===== config.mk =====
export PLATFORM = sky130hd
export DESIGN_NAME = ssd_scan_decoder_flat
export DESIGN_NICKNAME = d
export VERILOG_FILES = /design/src/rtl/ssd_pkg.sv /design/src/rtl/ssd_scan_decoder_if.sv /design/src/rtl/ssd_pattern_decode.sv /design/src/rtl/ssd_scan_decoder.sv /design/src/flat_wrapper.sv
export SDC_FILE = /design/constraint.sdc
export NUM_CORES = 1
export LEC_CHECK = 0
export CAP_MARGIN = 0
export CELL_PAD_IN_SITES_DETAIL_PLACEMENT = 1
export CELL_PAD_IN_SITES_GLOBAL_PLACEMENT = 2
export CORE_ASPECT_RATIO = 0.5
export CORE_MARGIN = 2
export CORE_UTILIZATION = 40
export CTS_CLUSTER_DIAMETER = 80
export DETAILED_ROUTE_END_ITERATION = 10
export PLACE_DENSITY_LB_ADDON = 0.1
export SYNTH_ARGS = -nofsm -noshare
export SYNTH_HDL_FRONTEND = slang
export SYNTH_SLANG_ARGS = --single-unit
export TNS_END_PERCENT = 50

===== constraint.sdc =====
create_clock -name clk -period 5.6 [get_ports clk]
set_clock_uncertainty 0.15 [all_clocks]
set_input_delay 1.12 -clock clk [delete_from_list [all_inputs] [get_ports clk]]
set_output_delay 1.12 -clock clk [all_outputs]
set_load 0.05 [all_outputs]

===== src/rtl/ssd_pkg.sv =====
// Shared definitions for the seven-segment scan decoder: active-low segment
// patterns, special codes and the decoded code type.
package ssd_pkg;

   typedef logic [3:0] ssd_code_t;

   localparam ssd_code_t CODE_BLANK   = 4'hF;
   localparam ssd_code_t CODE_INVALID = 4'hE;

   // {g,f,e,d,c,b,a}, 0 = segment lit
   localparam logic [6:0] SEG_0     = 7'b1000000;
   localparam logic [6:0] SEG_1     = 7'b1111001;
   localparam logic [6:0] SEG_2     = 7'b0100100;
   localparam logic [6:0] SEG_3     = 7'b0110000;
   localparam logic [6:0] SEG_4     = 7'b0011001;
   localparam logic [6:0] SEG_5     = 7'b0010010;
   localparam logic [6:0] SEG_6     = 7'b0000010;
   localparam logic [6:0] SEG_7     = 7'b1111000;
   localparam logic [6:0] SEG_8     = 7'b0000000;
   localparam logic [6:0] SEG_9     = 7'b0010000;
   localparam logic [6:0] SEG_BLANK = 7'b1111111;

endpackage


===== src/rtl/ssd_scan_decoder_if.sv =====
// Bus between a multiplexed seven-segment driver (master) and the scan
// decoder (slave): raw drive lines in, committed digits and status out.
interface ssd_scan_decoder_if #(
   parameter int NUM_DIGITS = 4
);
   logic [6:0]              seg_in;
   logic [NUM_DIGITS-1:0]   an_in;
   logic                    sample_en;
   logic [4*NUM_DIGITS-1:0] digits_out;
   logic [NUM_DIGITS-1:0]   digit_err;
   logic                    frame_valid;
   logic                    ghost_err;

   modport master (
      output seg_in, an_in, sample_en,
      input  digits_out, digit_err, frame_valid, ghost_err
   );

   modport slave (
      input  seg_in, an_in, sample_en,
      output digits_out, digit_err, frame_valid, ghost_err
   );
endinterface


===== src/rtl/ssd_pattern_decode.sv =====
// Combinational map from an active-low seven-segment pattern to its code;
// anything that is not a digit or blank decodes as CODE_INVALID.
module ssd_pattern_decode
   import ssd_pkg::*;
(
   input  logic [6:0] seg,
   output ssd_code_t  code
);

   always_comb begin
      code = CODE_INVALID;
      case (seg)
         SEG_0:     code = 4'd0;
         SEG_1:     code = 4'd1;
         SEG_2:     code = 4'd2;
         SEG_3:     code = 4'd3;
         SEG_4:     code = 4'd4;
         SEG_5:     code = 4'd5;
         SEG_6:     code = 4'd6;
         SEG_7:     code = 4'd7;
         SEG_8:     code = 4'd8;
         SEG_9:     code = 4'd9;
         SEG_BLANK: code = CODE_BLANK;
         default:   code = CODE_INVALID;
      endcase
   end

endmodule


===== src/rtl/ssd_scan_decoder.sv =====
// Samples a multiplexed common-anode display drive, decodes the active digit
// and commits it once the same code has been seen STABLE_CNT times in a row.
module ssd_scan_decoder
   import ssd_pkg::*;
#(
   parameter int NUM_DIGITS = 4,
   parameter int STABLE_CNT = 3
) (
   input  logic                clk,
   input  logic                rst_n,
   ssd_scan_decoder_if.slave   bus
);

   localparam int CW = $clog2(STABLE_CNT + 1);
   localparam logic [CW-1:0] STABLE_V = CW'(STABLE_CNT);

   logic [6:0]              seg_p1_q, seg_p1_d;
   logic [NUM_DIGITS-1:0]   an_p1_q, an_p1_d;
   logic                    vld_p1_q, vld_p1_d;

   ssd_code_t               cand_q [NUM_DIGITS];
   ssd_code_t               cand_d [NUM_DIGITS];
   logic [CW-1:0]           cnt_q  [NUM_DIGITS];
   logic [CW-1:0]           cnt_d  [NUM_DIGITS];
   logic [NUM_DIGITS-1:0]   upd_q, upd_d;

   logic [4*NUM_DIGITS-1:0] digits_q, digits_d;
   logic [NUM_DIGITS-1:0]   err_q, err_d;
   logic                    frame_q, frame_d;
   logic                    ghost_q, ghost_d;

   ssd_code_t               code;
   logic [NUM_DIGITS-1:0]   act;
   logic [NUM_DIGITS-1:0]   commit;
   logic                    onehot;

   ssd_pattern_decode u_dec (
      .seg  (seg_p1_q),
      .code (code)
   );

   // Stage 1: capture the drive lines on a sample strobe
   always_comb begin
      seg_p1_d = seg_p1_q;
      an_p1_d  = an_p1_q;
      vld_p1_d = bus.sample_en;
      if (bus.sample_en) begin
         seg_p1_d = bus.seg_in;
         an_p1_d  = bus.an_in;
      end
   end

   // Stage 2: one-hot check, per-digit stability tracking, commit and frame
   always_comb begin
      act     = ~an_p1_q;
      onehot  = (act != '0) && ((act & (act - NUM_DIGITS'(1))) == '0);
      commit  = '0;
      digits_d = digits_q;
      err_d    = err_q;
      for (int i = 0; i < NUM_DIGITS; i++) begin
         cand_d[i] = cand_q[i];
         cnt_d[i]  = cnt_q[i];
         if (vld_p1_q && onehot && act[i]) begin
            if (code == cand_q[i]) begin
               if (cnt_q[i] != STABLE_V) cnt_d[i] = cnt_q[i] + CW'(1);
            end else begin
               cand_d[i] = code;
               cnt_d[i]  = CW'(1);
            end
            commit[i] = (cnt_d[i] == STABLE_V) && (cnt_q[i] != STABLE_V);
            if (commit[i]) begin
               digits_d[4*i +: 4] = code;
               err_d[i]           = (code == CODE_INVALID);
            end
         end
      end
      ghost_d = vld_p1_q && !onehot;
      // A commit on the completing edge closes the current frame, not the next
      if ((upd_q | commit) == '1) begin
         frame_d = 1'b1;
         upd_d   = '0;
      end else begin
         frame_d = 1'b0;
         upd_d   = upd_q | commit;
      end
   end

   always_ff @(posedge clk or negedge rst_n) begin
      if (!rst_n) begin
         seg_p1_q <= '1;
         an_p1_q  <= '1;
         vld_p1_q <= 1'b0;
         for (int i = 0; i < NUM_DIGITS; i++) begin
            cand_q[i] <= CODE_BLANK;
            cnt_q[i]  <= '0;
         end
         upd_q    <= '0;
         digits_q <= '1;
         err_q    <= '0;
         frame_q  <= 1'b0;
         ghost_q  <= 1'b0;
      end else begin
         seg_p1_q <= seg_p1_d;
         an_p1_q  <= an_p1_d;
         vld_p1_q <= vld_p1_d;
         for (int i = 0; i < NUM_DIGITS; i++) begin
            cand_q[i] <= cand_d[i];
            cnt_q[i]  <= cnt_d[i];
         end
         upd_q    <= upd_d;
         digits_q <= digits_d;
         err_q    <= err_d;
         frame_q  <= frame_d;
         ghost_q  <= ghost_d;
      end
   end

   assign bus.digits_out  = digits_q;
   assign bus.digit_err   = err_q;
   assign bus.frame_valid = frame_q;
   assign bus.ghost_err   = ghost_q;

endmodule


===== src/flat_wrapper.sv =====
// flat-port wrapper written by rule: the top's interface ports become plain ports
module ssd_scan_decoder_flat import ssd_pkg::*;
#(
   parameter int NUM_DIGITS = 4,
   parameter int STABLE_CNT = 3
)
  (clk, rst_n, bus_seg_in, bus_an_in, bus_sample_en, bus_digits_out, bus_digit_err, bus_frame_valid, bus_ghost_err);
  ssd_scan_decoder_if #(.NUM_DIGITS(NUM_DIGITS)) bus_i ();
  input  logic clk;
  input  logic rst_n;
  input wire logic [$bits(bus_i.seg_in)-1:0] bus_seg_in;
  input wire logic [$bits(bus_i.an_in)-1:0] bus_an_in;
  input wire logic [$bits(bus_i.sample_en)-1:0] bus_sample_en;
  output wire logic [$bits(bus_i.digits_out)-1:0] bus_digits_out;
  output wire logic [$bits(bus_i.digit_err)-1:0] bus_digit_err;
  output wire logic [$bits(bus_i.frame_valid)-1:0] bus_frame_valid;
  output wire logic [$bits(bus_i.ghost_err)-1:0] bus_ghost_err;
  assign bus_i.seg_in = bus_seg_in;
  assign bus_i.an_in = bus_an_in;
  assign bus_i.sample_en = bus_sample_en;
  assign bus_digits_out = bus_i.digits_out;
  assign bus_digit_err = bus_i.digit_err;
  assign bus_frame_valid = bus_i.frame_valid;
  assign bus_ghost_err = bus_i.ghost_err;
  ssd_scan_decoder #(.NUM_DIGITS(NUM_DIGITS), .STABLE_CNT(STABLE_CNT)) u_core (.clk(clk), .rst_n(rst_n), .bus(bus_i));
endmodule

==> results.tsv, run 1 <==
metric	value	unit
post-synth cell types	54	
maximum VDD drop	0.1785	mV
# IOs	36	
Worst Path Required	5.66	ns
max_slew headroom	47.34	%
most common cell after layout, fill and taps aside	dfstp_2	
Seq/Total Area, Yosys	51.88	%
pre-CTS setup slack	2.428	ns
drt pass-1 iters	4	
CTS Buf Count	9	
Vias	2156	
TritonCTS clock tree	built	
worst hold endpoint	u_core.cand_q[13]	
cell chain of the critical path	nand3_1 > a211oi_2 > a211oi_4 > nor2_2 > mux2i_1 > nand3_1 > mux2_2	
die extent in y	66.19	um
hold path start	u_core.cand_q[13]	
WS Path Type	flip-flop to flip-flop	
share of synthesized registers carrying an async set or reset	100.0	%
largest net degree at the start of global routing	63	
fin worst setup slack	2.422	ns
average wire per standard cell	18.03	um
YS warnings	0	
Critical Path Fanout Max	8	
Startpoint Class	flip-flop	
status	finished, final reports clean	
die extent in x	128.4	um
drt drc	0	
port buffer count	35	
num rows	22	
antenna viol nets, final	0	
Post-CTS Setup Inserts	0	
reg2reg setup slack	2.42	ns
total grt overflow	0	
final setup fails	0	
FF-to-FF Start	u_core.seg_p1_q[4]	
Tcrit/Tclk final	56.75	%
final core utilization	51.35	%
area of the multi-input gates	1421	um^2
final hold violation count	0	
Power Internal	0.001036	W
Initial Util	41.79	%
Peak Freq	314.7	MHz
Clk Latency, worst-skew pair	0.33	ns
Net Sw Frac	30.30	%
filler instances	791	
Avg Cell Area, Syn	11.86	um^2
layout cells sized above 1	35.74	%
nets	314	
Setup crit end kind	flip-flop	
Crit path largest cell delay	0.62	ns
GRT Total Usage	19.47	%
Worst R2R End	u_core.bus.digit_err[1]	
area delta synth->final	22.89	%
flip-flop and latch count after synthesis	62	
combinational share of power	22.1	%
MaxCap Viol Count	0	
Syn Inst Count	261	
vias in the first global route	2278	
hold path depth	2	
clk root buf	clkbuf_16	
Reg2Reg Depth	7	
DP HPWL	5016	um
most frequent CP cell	nand3_1	
setup_tns	0	ns
post_cts resized	0	
Core ar.	7405	um^2
first-pass GRT wire length	12280	um
H-tree depth	3	
Leak Pwr	1.463	nW
critical path's slowest cell	dfstp_2	
Seq pwr share	43.5	%
Post-synth EDFFs	0	
Clock power frac	34.5	%
Post-synth top flop	dfstp_2	
antenna diode count	0	
Avg Vias per Cell	5.377	
net load switching power	0.0004506	W
Clock transition at path regs	0.05	ns
Initial DRC Count	60	
RSZ-0062 raised after global routing	no	
final hold slack	0.3165	ns
Final min period	3.178	ns
placer congestion estimate	0.9014	
initial antenna violation count	0	
Net Count, Synth	275	
Mapped Area	3094	um^2
FF+latch area	1605	um^2
Hold Path Class	flip-flop to flip-flop	
max-slew violations	0	
cts hold-fix bufs	0	
CP arrival	3.24	ns
most frequent cells in the layout	43 x dfstp_2, 34 x mux2_2, 34 x clkdlybuf4s50_1	
clock buffer depth	2	
CTS sink cnt	62	
overall die area	8497	um^2
slew of the pin with the lowest slew margin	0.7900	ns
PwrDens	391.1	nW/um^2
drt total wl	7229	um
-- worst max-delay path: cells and delay by family (launching register included) --
kind / cells / cell delay [ns]
DFF: 1 / 0.62
muxes: 2 / 0.89
AOI/OAI and AO/OA: 2 / 0.51
and+or+nand+nor: 3 / 0.88
-- cell usage after synthesis (2+ instances only) --
library cell  number  area share (%)
buf_2              3            0.49
nor3_1             2            0.32
nor2_1             9             1.1
o21ai_0           11             1.8
dfstp_2           43              37
nand2_1           29             3.5
nor2b_1            3            0.61
o22a_1             2            0.57
and2_1             3            0.61
or3_1              4            0.81
dfrtp_1           19              15
mux2i_1            2            0.65
xnor2_1           13             3.7
a2bb2oi_1          2            0.57
xor2_1             3            0.85
inv_1              4            0.49
o31a_1             2            0.57
nor4_4             2             1.4
mux2_2            34              12
a21oi_1           13             2.1
nor3b_1            4            0.97
clkbuf_1           5            0.61
o21a_1             2            0.49
o41ai_2            2             1.1
nand3b_1           6             1.5
nand3_1            6            0.97
and3b_1            2            0.57
a31oi_1            5             1.0
-- per-stage QoR --
stage / total power [W] / area [um^2] / std cells
after floorplan: 0.0008826 / 3094 / 261
after global placement: 0.0009598 / 3530 / 385
after detailed placement: 0.0009778 / 3530 / 385
after CTS: 0.001504 / 3802 / 401
after global routing: 0.001571 / 3802 / 401
final: 0.001487 / 3802 / 401
-- area by class of cell --
| type | instances | share of cell area (%) |
|---|---|---|
| flip-flops and latches | 62 | 42.22 |
| clock buffers | 15 | 7.042 |
| repair buffers | 38 | 9.674 |
| well taps | 96 | 3.159 |
| inverters | 4 | 0.3949 |
| multi-input cells | 185 | 37.38 |
| clock inverters | 1 | 0.1316 |
-- layer usage --
| metal | track usage [%] | share of wire [%] | up-vias |
|---|---|---|---|
| met2 | 28.13 | 42 | 36 |
| met4 | 4.945 | 0.90 | 0 |
| met1 | 28.16 | 54 | 1094 |
| li1 | - | - | 1017 |
| met5 | 0 | 0 | - |
| met3 | 6.230 | 3.0 | 9 |
-- worst max-delay path by stage --
stage,from,end,slack [ns],cells past startpoint
4_1_cts,u_core.seg_p1_q[4],u_core.bus.digit_err[1],2.39,7
3_5_place_dp,u_core.seg_p1_q[4],u_core.bus.digit_err[1],2.43,7
3_3_place_gp,u_core.seg_p1_q[6],u_core.bus.digit_err[0],2.44,7
5_1_grt,u_core.seg_p1_q[4],u_core.bus.digits_out[6],2.14,7
6_report,u_core.seg_p1_q[4],u_core.bus.digit_err[1],2.42,7
2_1_floorplan,u_core.seg_p1_q[6],u_core.bus.digit_err[0],2.69,8
-- power groups by stage --
| stage | combinational [W] | sequential, W | clock [W] |
|---|---|---|---|
| 3_3_place_gp | 0.000318 | 0.000642 | 0 |
| 6_report | 0.000328 | 0.000647 | 0.000512 |
| 4_1_cts | 0.000331 | 0.000645 | 0.000528 |
| 2_1_floorplan | 0.000232 | 0.000651 | 0 |
| 5_1_grt | 0.000364 | 0.000660 | 0.000547 |
| 3_5_place_dp | 0.000328 | 0.000650 | 0 |
-- logic make-up after synthesis --
family	share of synthesized area, %
buffers and inverters	2.183
AND/OR/NAND/NOR	15.85
flip-flops	51.88
multiplexers	13.38
AO/OA/AOI/OAI	12.17
XOR/XNOR	4.529
-- state kept, by name (all words and copies together), names as in the netlist --
signal and cells:
u_core.bus.frame_valid 1, u_core.seg_p1_q 7, u_core.cand_q 16, u_core.bus.digits_out 16, u_core.vld_p1_q 1, u_core.upd_q 4, u_core.bus.ghost_err 1, u_core.an_p1_q 4
u_core.cnt_q 8, u_core.bus.digit_err 4
(Power assumes the default switching activity.)
==> inputs of run 2 (changes only) <==
--- a/config.mk
+++ b/config.mk
@@ -10,7 +10,7 @@
 export CELL_PAD_IN_SITES_GLOBAL_PLACEMENT = 2
 export CORE_ASPECT_RATIO = 0.5
 export CORE_MARGIN = 2
-export CORE_UTILIZATION = 40
+export CORE_UTILIZATION = 34
 export CTS_CLUSTER_DIAMETER = 80
 export DETAILED_ROUTE_END_ITERATION = 10
 export PLACE_DENSITY_LB_ADDON = 0.1
==> constraint.sdc (replaced) <==
create_clock -name clk -period 2.8 [get_ports clk]
set_clock_uncertainty 0.15 [all_clocks]
set_input_delay 0.56 -clock clk [delete_from_list [all_inputs] [get_ports clk]]
set_output_delay 0.56 -clock clk [all_outputs]
set_load 0.05 [all_outputs]
==> run 2 against run 1 <==
  * The run now ends with setup timing left
  * Final area rose by 12%
  * Maximum frequency up 12%
  * Final cell count up 15%
  * Critical path depth increased by 2
==> results.tsv, run 2 (synthesis gave the netlist of run 1 again) <==
metric	value	unit	change
Final min period	2.839	ns	-0.3387 ns
FF-to-FF Start	u_core.seg_p1_q[6]		
final setup fails	6		+6
port buffer count	35		unchanged
failing checks	setup timing		
MaxCap Viol Count	0		unchanged
die extent in y	71.46	um	+8.0%
critical path's slowest cell	or4_4		
largest net degree at the start of global routing	63		unchanged
antenna diode count	0		unchanged
die extent in x	138.9	um	+8.2%
Initial DRC Count	46		-23%
Critical Path Fanout Max	8		unchanged
drt total wl	7909	um	+9.4%
TritonCTS clock tree	built		
slew of the pin with the lowest slew margin	0.7933	ns	+0.003330 ns
Clock transition at path regs	0.05	ns	about the same
# IOs	36		unchanged
CP arrival	2.87	ns	-0.37 ns
num rows	24		+9.1%
clk root buf	clkbuf_16		
initial antenna violation count	0		unchanged
filler instances	927		+17%
Hold Path Class	input port to asynchronous set/reset pin		
most common cell after layout, fill and taps aside	dfstp_2		
total grt overflow	0		unchanged
GRT Total Usage	17.57	%	-1.9 points
placer congestion estimate	0.7823		-13%
max_slew headroom	47.11	%	-0.22 points
max-slew violations	0		unchanged
drt pass-1 iters	4		unchanged
Core ar.	8768	um^2	+18%
placed standard-cell area	3852	um^2	+9.1%
most frequent cells in the layout	43 x dfstp_2, 37 x buf_4, 34 x clkdlybuf4s50_1		
Leak Pwr	1.726	nW	+18%
Crit path largest cell delay	0.55	ns	-0.07 ns
status	complete, but fails checks		
FF+latch area	1605	um^2	unchanged
Clk Latency, worst-skew pair	0.33	ns	about the same
layout cells sized above 1	47.81	%	+12 points
H-tree depth	3		unchanged
final non-filler cell total	460		+15%
worst setup path startpoint	u_core.seg_p1_q[6]		
CTS sink cnt	62		unchanged
first-pass GRT wire length	13350	um	+8.7%
fin worst setup slack	-0.03932	ns	-2.461 ns
RSZ-0062 raised after global routing	yes		
fin area	4250	um^2	+12%
average wire per standard cell	17.19	um	-4.6%
vias in the first global route	2501		+9.8%
final hold violation count	0		unchanged
Peak Freq	352.2	MHz	+12%
Worst Path Required	2.83	ns	-2.83 ns
antenna viol nets, final	0		unchanged
Startpoint Class	flip-flop		
Vias	2299		+6.6%
final core utilization	48.47	%	-2.9 points
Setup crit end kind	flip-flop		
PwrDens	760.9	nW/um^2	+95%
DP HPWL	5847	um	+17%
maximum VDD drop	0.3421	mV	+92%
overall die area	9926	um^2	+17%
CTS Buf Count	9		unchanged
pre-CTS setup slack	-0.08592	ns	-2.514 ns
clock buffer depth	2		unchanged
WS Path Type	flip-flop to flip-flop		
cell chain of the critical path	or4_4 > a21oi_4 > o21ai_2 > xnor2_2 > or4b_4 > buf_6 > o41ai_4 > buf_4 > a31oi_1		
drt drc	0		unchanged
Avg Vias per Cell	4.998		-7.0%
area delta synth->final	37.36	%	
Tcrit/Tclk final	101.4	%	+45 points
Initial Util	35.29	%	-6.5 points
area of the multi-input gates	1515	um^2	+6.6%
placed insts	443		+15%
reg2reg setup slack	-0.04	ns	-2.46 ns
nets	352		+12%
run 2: changes by cell type in the layout (fill, tap and decap cells not counted), sizes merged:
cell and delta:
clkbuf -5, buf +38, bufinv +1, clkinvlp +1
clkinv +3
run 2: worst paths after layout:
check / endpoint / cells after the start
min in group clk: u_core.cand_q[5] / 2
min reg2reg: u_core.cand_q[5] / 2
max in group asynchronous: u_core.cnt_q[5] / 2
min: u_core.bus.digit_err[1] / 2
max reg2reg: u_core.upd_q[1] / 9
max: u_core.upd_q[1] / 9
run 2: worst max-delay path: cells and delay by family (launching register included):
family / cells / cell delay [ns]
AOI/OAI and AO/OA: 4 / 0.59
DFF: 1 / 0.40
buffers and inverters: 2 / 0.33
and+or+nand+nor: 2 / 1.07
xor gates and xnor gates: 1 / 0.15
run 2: metrics by stage:
stage / TNS [ns] / hold slack [ns] / power, W
floorplan: -0.3452 / 0.1144 / 0.001771
global placement: -0.2085 / 0.3035 / 0.002047
detailed placement: -0.6583 / 0.3147 / 0.002089
CTS: -0.1110 / 0.2716 / 0.003267
global route: -1.353 / 0.3045 / 0.003422
finish: -0.09490 / 0.2472 / 0.003234
run 2: layer usage:
| layer | vias up | global-route usage (%) | share of wire, % | routed length (um) |
|---|---|---|---|---|
| met5 | - | 0 | 0 | 0 |
| met4 | 0 | 5.387 | 1.1 | 89 |
| met3 | 10 | 5.281 | 4.2 | 334 |
| met2 | 30 | 25.94 | 43 | 3413 |
| met1 | 1160 | 25.10 | 51 | 4071 |
| li1 | 1099 | - | - | - |
run 2: cell type report:
class                   instances  area share (%)
clock inverters                 6           1.442
clock buffers                  10           5.623
repair buffers                 76           15.72
multi-input cells             185           35.65
flip-flops and latches         62           37.77
inverters                       4          0.3533
well taps                     117           3.444
run 2: repair_timing:
item,in CTS,in global routing
setup buffers,1,0
setup endpoints to repair,13,22
pin swaps,8,2
hold buffers,0,0
gates resized for setup,12,6
run 2: report_power, final:
part	switching, W	total (W)	internal, W	leakage, nW
registers	0.000159	0.00130	0.00114	0.689
clock network	0.000405	0.00111	0.000709	0.148
logic	0.000416	0.000823	0.000407	0.888
